$ cat src/rtl/tdm_8to1_mux.sv
// Sequential 8-to-1 TDM: captures eight channels on start and then drives them slot by slot with a 3-bit select.
// Optional frame parity output p is built only when TDM_MUX_PARITY_EN is defined.
module tdm_8to1_mux #(
  parameter int W    = 1,
  parameter int HOLD = 1
) (
  input  logic         clk,
  input  logic         rst,
  input  logic [W-1:0] i1,
  input  logic [W-1:0] i2,
  input  logic [W-1:0] i3,
  input  logic [W-1:0] i4,
  input  logic [W-1:0] i5,
  input  logic [W-1:0] i6,
  input  logic [W-1:0] i7,
  input  logic [W-1:0] i8,
  input  logic         start,
  output logic [W-1:0] y,
  output logic         s1,
  output logic         s2,
  output logic         s3,
  output logic         valid,
  output logic         busy,
`ifdef TDM_MUX_PARITY_EN
  output logic         done,
  output logic         p
`else
  output logic         done
`endif
);

  localparam int HW = (HOLD > 1) ? $clog2(HOLD) : 1;
  localparam logic [HW-1:0] HOLD_LAST = HW'(HOLD - 1);
  localparam logic [HW-1:0] HOLD_ONE  = HW'(1);

  typedef enum logic {IDLE, SCAN} stateT;

  stateT         r_state;
  logic [2:0]    r_slot;
  logic [HW-1:0] r_hold;
  logic [W-1:0]  r_shadow [8];

  logic [W-1:0]  w_inVec [8];
  logic          w_lastCycle;
  logic          w_capture;
  logic [2:0]    w_nextSlot;
  logic [HW-1:0] w_nextHold;
  logic          w_nextDone;
`ifdef TDM_MUX_PARITY_EN
  logic          w_parity;
  assign w_parity = ^{i1, i2, i3, i4, i5, i6, i7, i8};
`endif

  assign w_inVec[0] = i1;
  assign w_inVec[1] = i2;
  assign w_inVec[2] = i3;
  assign w_inVec[3] = i4;
  assign w_inVec[4] = i5;
  assign w_inVec[5] = i6;
  assign w_inVec[6] = i7;
  assign w_inVec[7] = i8;

  // The final cycle of slot 7 is the only point where a busy block accepts a new start.
  assign w_lastCycle = (r_state == SCAN) && (r_slot == 3'd7) && (r_hold == HOLD_LAST);
  assign w_capture   = start && ((r_state == IDLE) || w_lastCycle);

  always_comb begin
    w_nextSlot = r_slot;
    w_nextHold = r_hold + HOLD_ONE;
    if (r_hold == HOLD_LAST) begin
      w_nextSlot = r_slot + 3'd1;
      w_nextHold = '0;
    end
    w_nextDone = (w_nextSlot == 3'd7) && (w_nextHold == HOLD_LAST);
  end

  // Outputs are loaded with the value of the coming cycle, so y/s already show slot 0 right after capture.
  always_ff @(posedge clk) begin
    if (rst) begin
      r_state <= IDLE;
      r_slot  <= '0;
      r_hold  <= '0;
      for (int k = 0; k < 8; k++) r_shadow[k] <= '0;
      y            <= '0;
      {s1, s2, s3} <= 3'b000;
      valid        <= 1'b0;
      busy         <= 1'b0;
      done         <= 1'b0;
`ifdef TDM_MUX_PARITY_EN
      p            <= 1'b0;
`endif
    end else if (w_capture) begin
      r_state      <= SCAN;
      r_slot       <= '0;
      r_hold       <= '0;
      r_shadow     <= w_inVec;
      y            <= i1;
      {s1, s2, s3} <= 3'b000;
      valid        <= 1'b1;
      busy         <= 1'b1;
      done         <= 1'b0;
`ifdef TDM_MUX_PARITY_EN
      p            <= w_parity;
`endif
    end else if (r_state == SCAN) begin
      if (w_lastCycle) begin
        r_state <= IDLE;
        valid   <= 1'b0;
        busy    <= 1'b0;
        done    <= 1'b0;
`ifdef TDM_MUX_PARITY_EN
        p       <= 1'b0;
`endif
      end else begin
        r_slot       <= w_nextSlot;
        r_hold       <= w_nextHold;
        y            <= r_shadow[w_nextSlot];
        {s1, s2, s3} <= w_nextSlot;
        done         <= w_nextDone;
      end
    end
  end

endmodule

$ cat config.mk
export PLATFORM = sky130hd
export DESIGN_NAME = tdm_8to1_mux
export DESIGN_NICKNAME = d
export VERILOG_FILES = /design/src/rtl/tdm_8to1_mux.sv
export SDC_FILE = /design/constraint.sdc
export NUM_CORES = 1
export LEC_CHECK = 0
export BUFFER_PORTS_ARGS = -buffer_cell sky130_fd_sc_hd__buf_4
export CORE_MARGIN = 2
export CORE_UTILIZATION = 49
export CTS_CLUSTER_SIZE = 14
export DETAILED_ROUTE_END_ITERATION = 8
export PLACE_DENSITY = 0.8
export SYNTH_ARGS = -nofsm -noshare
export SYNTH_HDL_FRONTEND = slang
export SYNTH_SLANG_ARGS = --single-unit
$ cat constraint.sdc
create_clock -name clk -period 2.4 [get_ports clk]
set_clock_uncertainty 0.15 [all_clocks]
set_input_delay 0.48 -clock clk [delete_from_list [all_inputs] [get_ports clk]]
set_output_delay 0.48 -clock clk [all_outputs]
set_load 0.1 [all_outputs]
==> results of run 1 <==
cell families (layout without fill, tap and decap cells):
family          after synthesis  after routing  synth area share
compound gates               24             24             0.191
simple gates                 20             20             0.151
flops                        15             15             0.432
fa+ha+maj                     3              3            0.0541
mux                           6              6             0.105
buf+inv                       9             24            0.0667
registers in the layout, indices dropped and copies added, names as in the netlist:
| signal | cells |
|---|---|
| y | 1 |
| s1 | 1 |
| r_state | 1 |
| r_shadow | 8 |
| busy | 1 |
| done | 1 |
| r_slot | 2 |
cell type report:
class	count	area (µm²)
tap	15	18.8
timing repair buffer	18	135
fill	104	479
clock buffer	4	26.3
multi-input combinational	53	348
sequential	15	303
inverter	2	7.51
through the flow:
stage                     area, µm²  total power, mW  hold slack (ns)
after detailed placement        812            0.397            0.323
after CTS                       838            0.539            0.298
after global routing            838            0.561            0.304
final                           838            0.536            0.299
after global placement          812            0.394            0.317
after floorplan                 697            0.368            0.303
Yosys cell counts, drive strengths merged:
library cell	instances	area, µm²
a211oi	1	7.51
a21oi	14	70.1
a221oi	1	15.0
buf	3	23.8
clkbuf	4	15.0
dfxtp	15	300
ha	3	37.5
inv	2	7.51
mux2i	5	50.1
mux4	1	22.5
nand2	3	11.3
nand2b	2	12.5
nand3	11	55.1
nand3b	1	7.51
nand4b	1	8.76
nor2	1	3.75
nor2b	1	6.26
o21ai	8	40.0
routing by layer:
metal | vias to the layer above | GRT usage | share of wire
li1 | 304 | - | -
met1 | 283 | 0.238 | 0.45
met2 | 13 | 0.319 | 0.51
met3 | 2 | 0.0391 | 0.038
met4 | 0 | 0.0581 | 0.0054
met5 | - | 0 | 0
worst max-delay path by stage:
stage                      startpoint                        to  cells after the start
2_1_floorplan  r_slot[0]$_SDFFE_PP0P_            y$_SDFFE_PP0P_                      6
3_3_place_gp   r_slot[1]$_SDFFE_PP0P_  r_shadow[5]$_SDFFE_PP0P_                      6
3_5_place_dp   r_slot[0]$_SDFFE_PP0P_            y$_SDFFE_PP0P_                      5
4_1_cts        r_slot[0]$_SDFFE_PP0P_            y$_SDFFE_PP0P_                      5
5_1_grt        r_slot[1]$_SDFFE_PP0P_  r_shadow[5]$_SDFFE_PP0P_                      6
6_report       r_slot[0]$_SDFFE_PP0P_            y$_SDFFE_PP0P_                      5
worst max-delay path, delay by kind of cell, from the launching register on:
family | cells | cell delay [ns]
buf+inv | 1 | 0.08
flops | 1 | 0.35
compound gates | 1 | 0.22
fa+ha+maj | 1 | 0.37
mux | 2 | 0.63
where the power goes:
group          leakage (nW)  switching, mW  internal [mW]
Sequential            0.124        0.00910          0.262
Clock                0.0150         0.0808         0.0645
Combinational         0.220         0.0800         0.0396
==> summary.md, run 1 <==
| Metric | Value |
|---|---|
| Slew HR | 0.676 |
| Total GRT Usage | 0.188 |
| Largest net degree at the start of global routing | 16 |
| Critical R2R Launch | r_slot[0]$_SDFFE_PP0P_ |
| WHS Path Cells | 3 |
| Vias in the first global route | 599 |
| R2r setup slk | 0.50 ns |
| Final Hold Fails | 0 |
| Starting Density | 0.527 |
| Num Clock Sinks | 15 |
| Boundary Pins | 18 |
| Via Count | 602 |
| Cell Chain, Critical Path | inv_1 > ha_1 > mux2i_1 > mux4_2 > a221oi_2 |
| Final min period | 1.90 ns |
| Share of cells above drive strength 1 | 0.272 |
| Die width | 41.6 µm |
| Synth unique cells | 21 |
| Setup violation total in the final timing report | 0 |
| Cells after synthesis | 77 |
| Area Growth Syn to Fin | 20.7% |
| CTS buffer count | 3 |
| Max-cap violation count | 0 |
| Hold worst-path end | r_shadow[1]$_SDFFE_PP0P_ |
| H-tree depth | 1 |
| Layout Nets | 107 |
| WP data required | 2.45 ns |
| DIE AREA | 1730 µm² |
| Drc violations | 0 |
| Crit path capture type | register |
| FF-to-FF End | y$_SDFFE_PP0P_ |
| Tcrit/Tclk final | 0.790 |
| Syn nets | 91 |
| CTS max path bufs | 2 |
| Worst Path Max Fanout | 5 |
| CTS tree | built |
| Count of final max-slew check failures | 0 |
| Post_cts resized | 0 |
| Most frequent cells in the layout | buf_4 (18), a21oi_1 (14), dfxtp_1 (13) |
| Synth Warn # | 0 |
| Most common cell after layout, fill and taps aside | buf_4 |
| Post-Route Setup TNS | 0 ns |
| Hold buffer count at CTS | 0 |
| Setup crit start kind | register |
| FF-to-FF path depth | 5 |
| Post-route core utilization | 0.636 |
| Pwr/cell area | 640 nW/µm² |
| Post-CTS setup buffers | 0 |
| CTS root buf | clkbuf_4 |
| Hold crit path type | primary input to register |
| Initial antenna violation count | 0 |
| WL/cell | 13.8 µm |
| RSZ-0062 raised after global routing | false |
| Synthesized cell area | 694 µm² |
| Die Y | 41.6 µm |
| Crit Path Category | register to register |
| Clock-pin slew of the registers on the worst-case setup and hold paths | 0.09 ns |
| First DRT Iteration DRCs | 15 |
| Sequential-to-total area share from yosys stat | 0.432 |
| # port buffers | 17 |
| Pre-CTS setup slack | 0.517 ns |
| Mean Syn Cell Area | 9.02 µm² |
| TritonRoute pass-1 iters | 4 |
| Detail Route Antenna Nets | 0 |
| Outcome | complete, no violations |
| Global placement routability congestion | 0.743 |
| Placed Cells | 103 |
| Row cnt | 13 |
| Worst VDD drop | 0.000336 V |
| Core region area | 1320 µm² |
| Post-route non-filler standard cell count | 107 |
| Lkg Pwr | 0.359 nW |
| Grt ovf | 0 |
| Fmax achieved | 0.527 GHz |
| WL final | 1480 µm |
| Crit path max-delay cell type | mux4_2 |
| Worst path max stage delay | 0.48 ns |
| Least-Margin Pin Slew | 0.486 ns |
| Hold path start | i7 |
| Vias per cell | 5.63 |
| Fin worst setup slack | 0.504 ns |
| Skew-Pair Late Insertion Delay | 0.28 ns |
| Worst path arrival time | 1.95 ns |
| Post-synthesis register bit count | 15 |
| Post-DP HPWL | 1050 µm |
| First-pass GRT wire length | 2580 µm |
| N_diodes | 0 |
Note: power is estimated with default switching activity, not from simulation.
==> run 2: changes to the inputs <==
--- a/config.mk
+++ b/config.mk
@@ -7,10 +7,10 @@
 export LEC_CHECK = 0
 export BUFFER_PORTS_ARGS = -buffer_cell sky130_fd_sc_hd__buf_4
 export CORE_MARGIN = 2
-export CORE_UTILIZATION = 49
+export CORE_UTILIZATION = 44
 export CTS_CLUSTER_SIZE = 14
 export DETAILED_ROUTE_END_ITERATION = 8
-export PLACE_DENSITY = 0.8
+export PLACE_DENSITY = 0.76
 export SYNTH_ARGS = -nofsm -noshare
 export SYNTH_HDL_FRONTEND = slang
 export SYNTH_SLANG_ARGS = --single-unit
==> constraint.sdc (replaced) <==
create_clock -name clk -period 1.6 [get_ports clk]
set_clock_uncertainty 0.15 [all_clocks]
set_input_delay 0.32 -clock clk [delete_from_list [all_inputs] [get_ports clk]]
set_output_delay 0.32 -clock clk [all_outputs]
set_load 0.1 [all_outputs]
==> run 2 against run 1 <==
  * Design area grew 14%
  * Highest routed layer unchanged
  * Sequential share of layout area shrank 3.3 points
  * Largest cell class unchanged
  * Die area grew 10%
  * Flip-flop and latch count is the same
  * The flow now finishes with violations (setup timing)
  * Non-clock buffer count grew 9
  * Clock-buffer cell count is the same
==> summary.md, run 2 (same netlist as run 1, synthesis figures left out) <==
| Metric | Value |
|---|---|
| WP buf/inv | 1 |
| CTS root buf | clkbuf_4 |
| Largest net degree at the start of global routing | 16 |
| Post-route core utilization | 0.639 |
| Lkg Pwr | 0.407 nW |
| Fin worst setup slack | -0.0970 ns |
| Routed length on met2 | 778 µm |
| Setup violation total in the final timing report | 1 |
| Least-Margin Pin Slew | 0.282 ns |
| Outcome | finished with violations |
| Total GRT Usage | 0.184 |
| Post-DP HPWL | 1150 µm |
| Met1 WL | 649 µm |
| Share of cells above drive strength 1 | 0.396 |
| Number of flip-flops in the largest register | 8 |
| Worst VDD drop | 0.000501 V |
| Cell Chain, Critical Path | inv_4 > ha_4 > mux2i_1 > mux4_2 > a221oi_2 |
| Detail Route Antenna Nets | 0 |
| Grt ovf | 0 |
| Final min period | 1.70 ns |
| WHS Path Cells | 3 |
| Die Y | 43.7 µm |
| WL/cell | 12.9 µm |
| CTS buffer count | 3 |
| Pwr/cell area | 862 nW/µm² |
| Met3 Wirelength | 64 µm |
| Final Hold Fails | 0 |
| CTS max path bufs | 2 |
| RSZ-0062 raised after global routing | true |
| Area Growth Syn to Fin | 37.1% |
| CTS tree | built |
| DR top layer | met4 |
| Crit-path leading delay family | multiplexers |
| Crit Path Category | register to register |
| First-pass GRT wire length | 2580 µm |
| Num Clock Sinks | 15 |
| Layout Nets | 116 |
| Post-route non-filler standard cell count | 117 |
| Fmax achieved | 0.589 GHz |
| Worst path depth | 5 |
| Initial antenna violation count | 0 |
| Crit path capture type | register |
| Hold crit path type | primary input to register |
| Skew-Pair Late Insertion Delay | 0.28 ns |
| Vias per cell | 5.40 |
| DIE AREA | 1910 µm² |
| TritonRoute pass-1 iters | 2 |
| Worst path max stage delay | 0.47 ns |
| Vias in the first global route | 592 |
| Crit path max-delay cell type | mux4_2 |
| Clock-pin slew of the registers on the worst-case setup and hold paths | 0.09 ns |
| Setup crit start kind | register |
| First DRT Iteration DRCs | 3 |
| FF-to-FF path depth | 5 |
| Tcrit/Tclk final | 1.06 |
| Placed Cells | 112 |
| N_diodes | 0 |
| Worst path arrival time | 1.75 ns |
| Global placement routability congestion | 0.753 |
| WL final | 1510 µm |
| Row cnt | 14 |
| Slew HR | 0.813 |
| Largest registers | r_shadow (8), r_slot (2) |
| Most common cell after layout, fill and taps aside | buf_4 |
| Count of final max-slew check failures | 0 |
| Post-Route Setup TNS | -0.0970 ns |
| WP data required | 1.65 ns |
| Most frequent cells in the layout | buf_4 (27), a21oi_1 (14), nand3_1 (11), dfxtp_1 (11), mux2i_1 (5) |
| Die width | 43.7 µm |
| Top reg by flops | r_shadow |
| Boundary Pins | 18 |
| Max-cap violation count | 0 |
| H-tree depth | 1 |
| Via Count | 632 |
| # port buffers | 17 |
| Starting Density | 0.466 |
| Core region area | 1490 µm² |
| Failing checks | setup timing |
| Worst Path Max Fanout | 5 |
| Drc violations | 0 |
-- run 2: per-stage QoR --
step                      setup slack (ns)  power (mW)  instance area [µm²]  hold WS, ns
after floorplan                     -0.344       0.555                  731        0.229
after global placement             -0.0401       0.609                  901        0.320
after detailed placement           -0.0815       0.613                  901        0.324
after CTS                          -0.0990       0.825                  937        0.139
after global routing                -0.141       0.865                  952        0.135
final                              -0.0970       0.821                  952        0.148
-- run 2: final cells by class --
cell class / count / area [µm²]
Clock buffer: 4 / 26.3
Fill cell: 135 / 537
Inverter: 2 / 10.0
Multi-Input combinational cell: 53 / 380
Sequential cell: 15 / 313
Tap cell: 16 / 20.0
Timing Repair Buffer: 27 / 203
-- run 2: final timing paths --
check / startpoint / end / slack (ns)
setup reg to reg: r_slot[0]$_SDFFE_PP0P_ / y$_SDFFE_PP0P_ / -0.1
hold reg to reg: r_shadow[1]$_SDFFE_PP0P_ / r_shadow[1]$_SDFFE_PP0P_ / 0.33
setup / recovery: r_slot[0]$_SDFFE_PP0P_ / y$_SDFFE_PP0P_ / -0.1
hold / removal: i8 / r_shadow[0]$_SDFFE_PP0P_ / 0.15
-- run 2: tightest hold or removal path, stage by stage --
cell	delay (ns)
buf_4	0.11
nand3_1	0.06
a21oi_1	0.05
-- run 2: power breakdown --
part	switching (mW)	total, mW	internal [mW]	leakage [nW]
Clock	0.116	0.213	0.0967	0.0150
Sequential	0.0141	0.404	0.390	0.126
Combinational	0.124	0.203	0.0793	0.266
-- run 2: per-layer routing --
| metal | GRT usage | vias to the layer above |
|---|---|---|
| met1 | 0.221 | 290 |
| met5 | 0 | - |
| met4 | 0.0727 | 0 |
| met2 | 0.312 | 15 |
| li1 | - | 323 |
| met3 | 0.0500 | 4 |
-- run 2: repair_timing --
action                                  4_1_cts  5_1_grt
pin swaps                                     0        1
resized for setup                             1        2
endpoints found under the setup margin        6       11
hold buffers                                  0        0
buffers inserted                              1        0
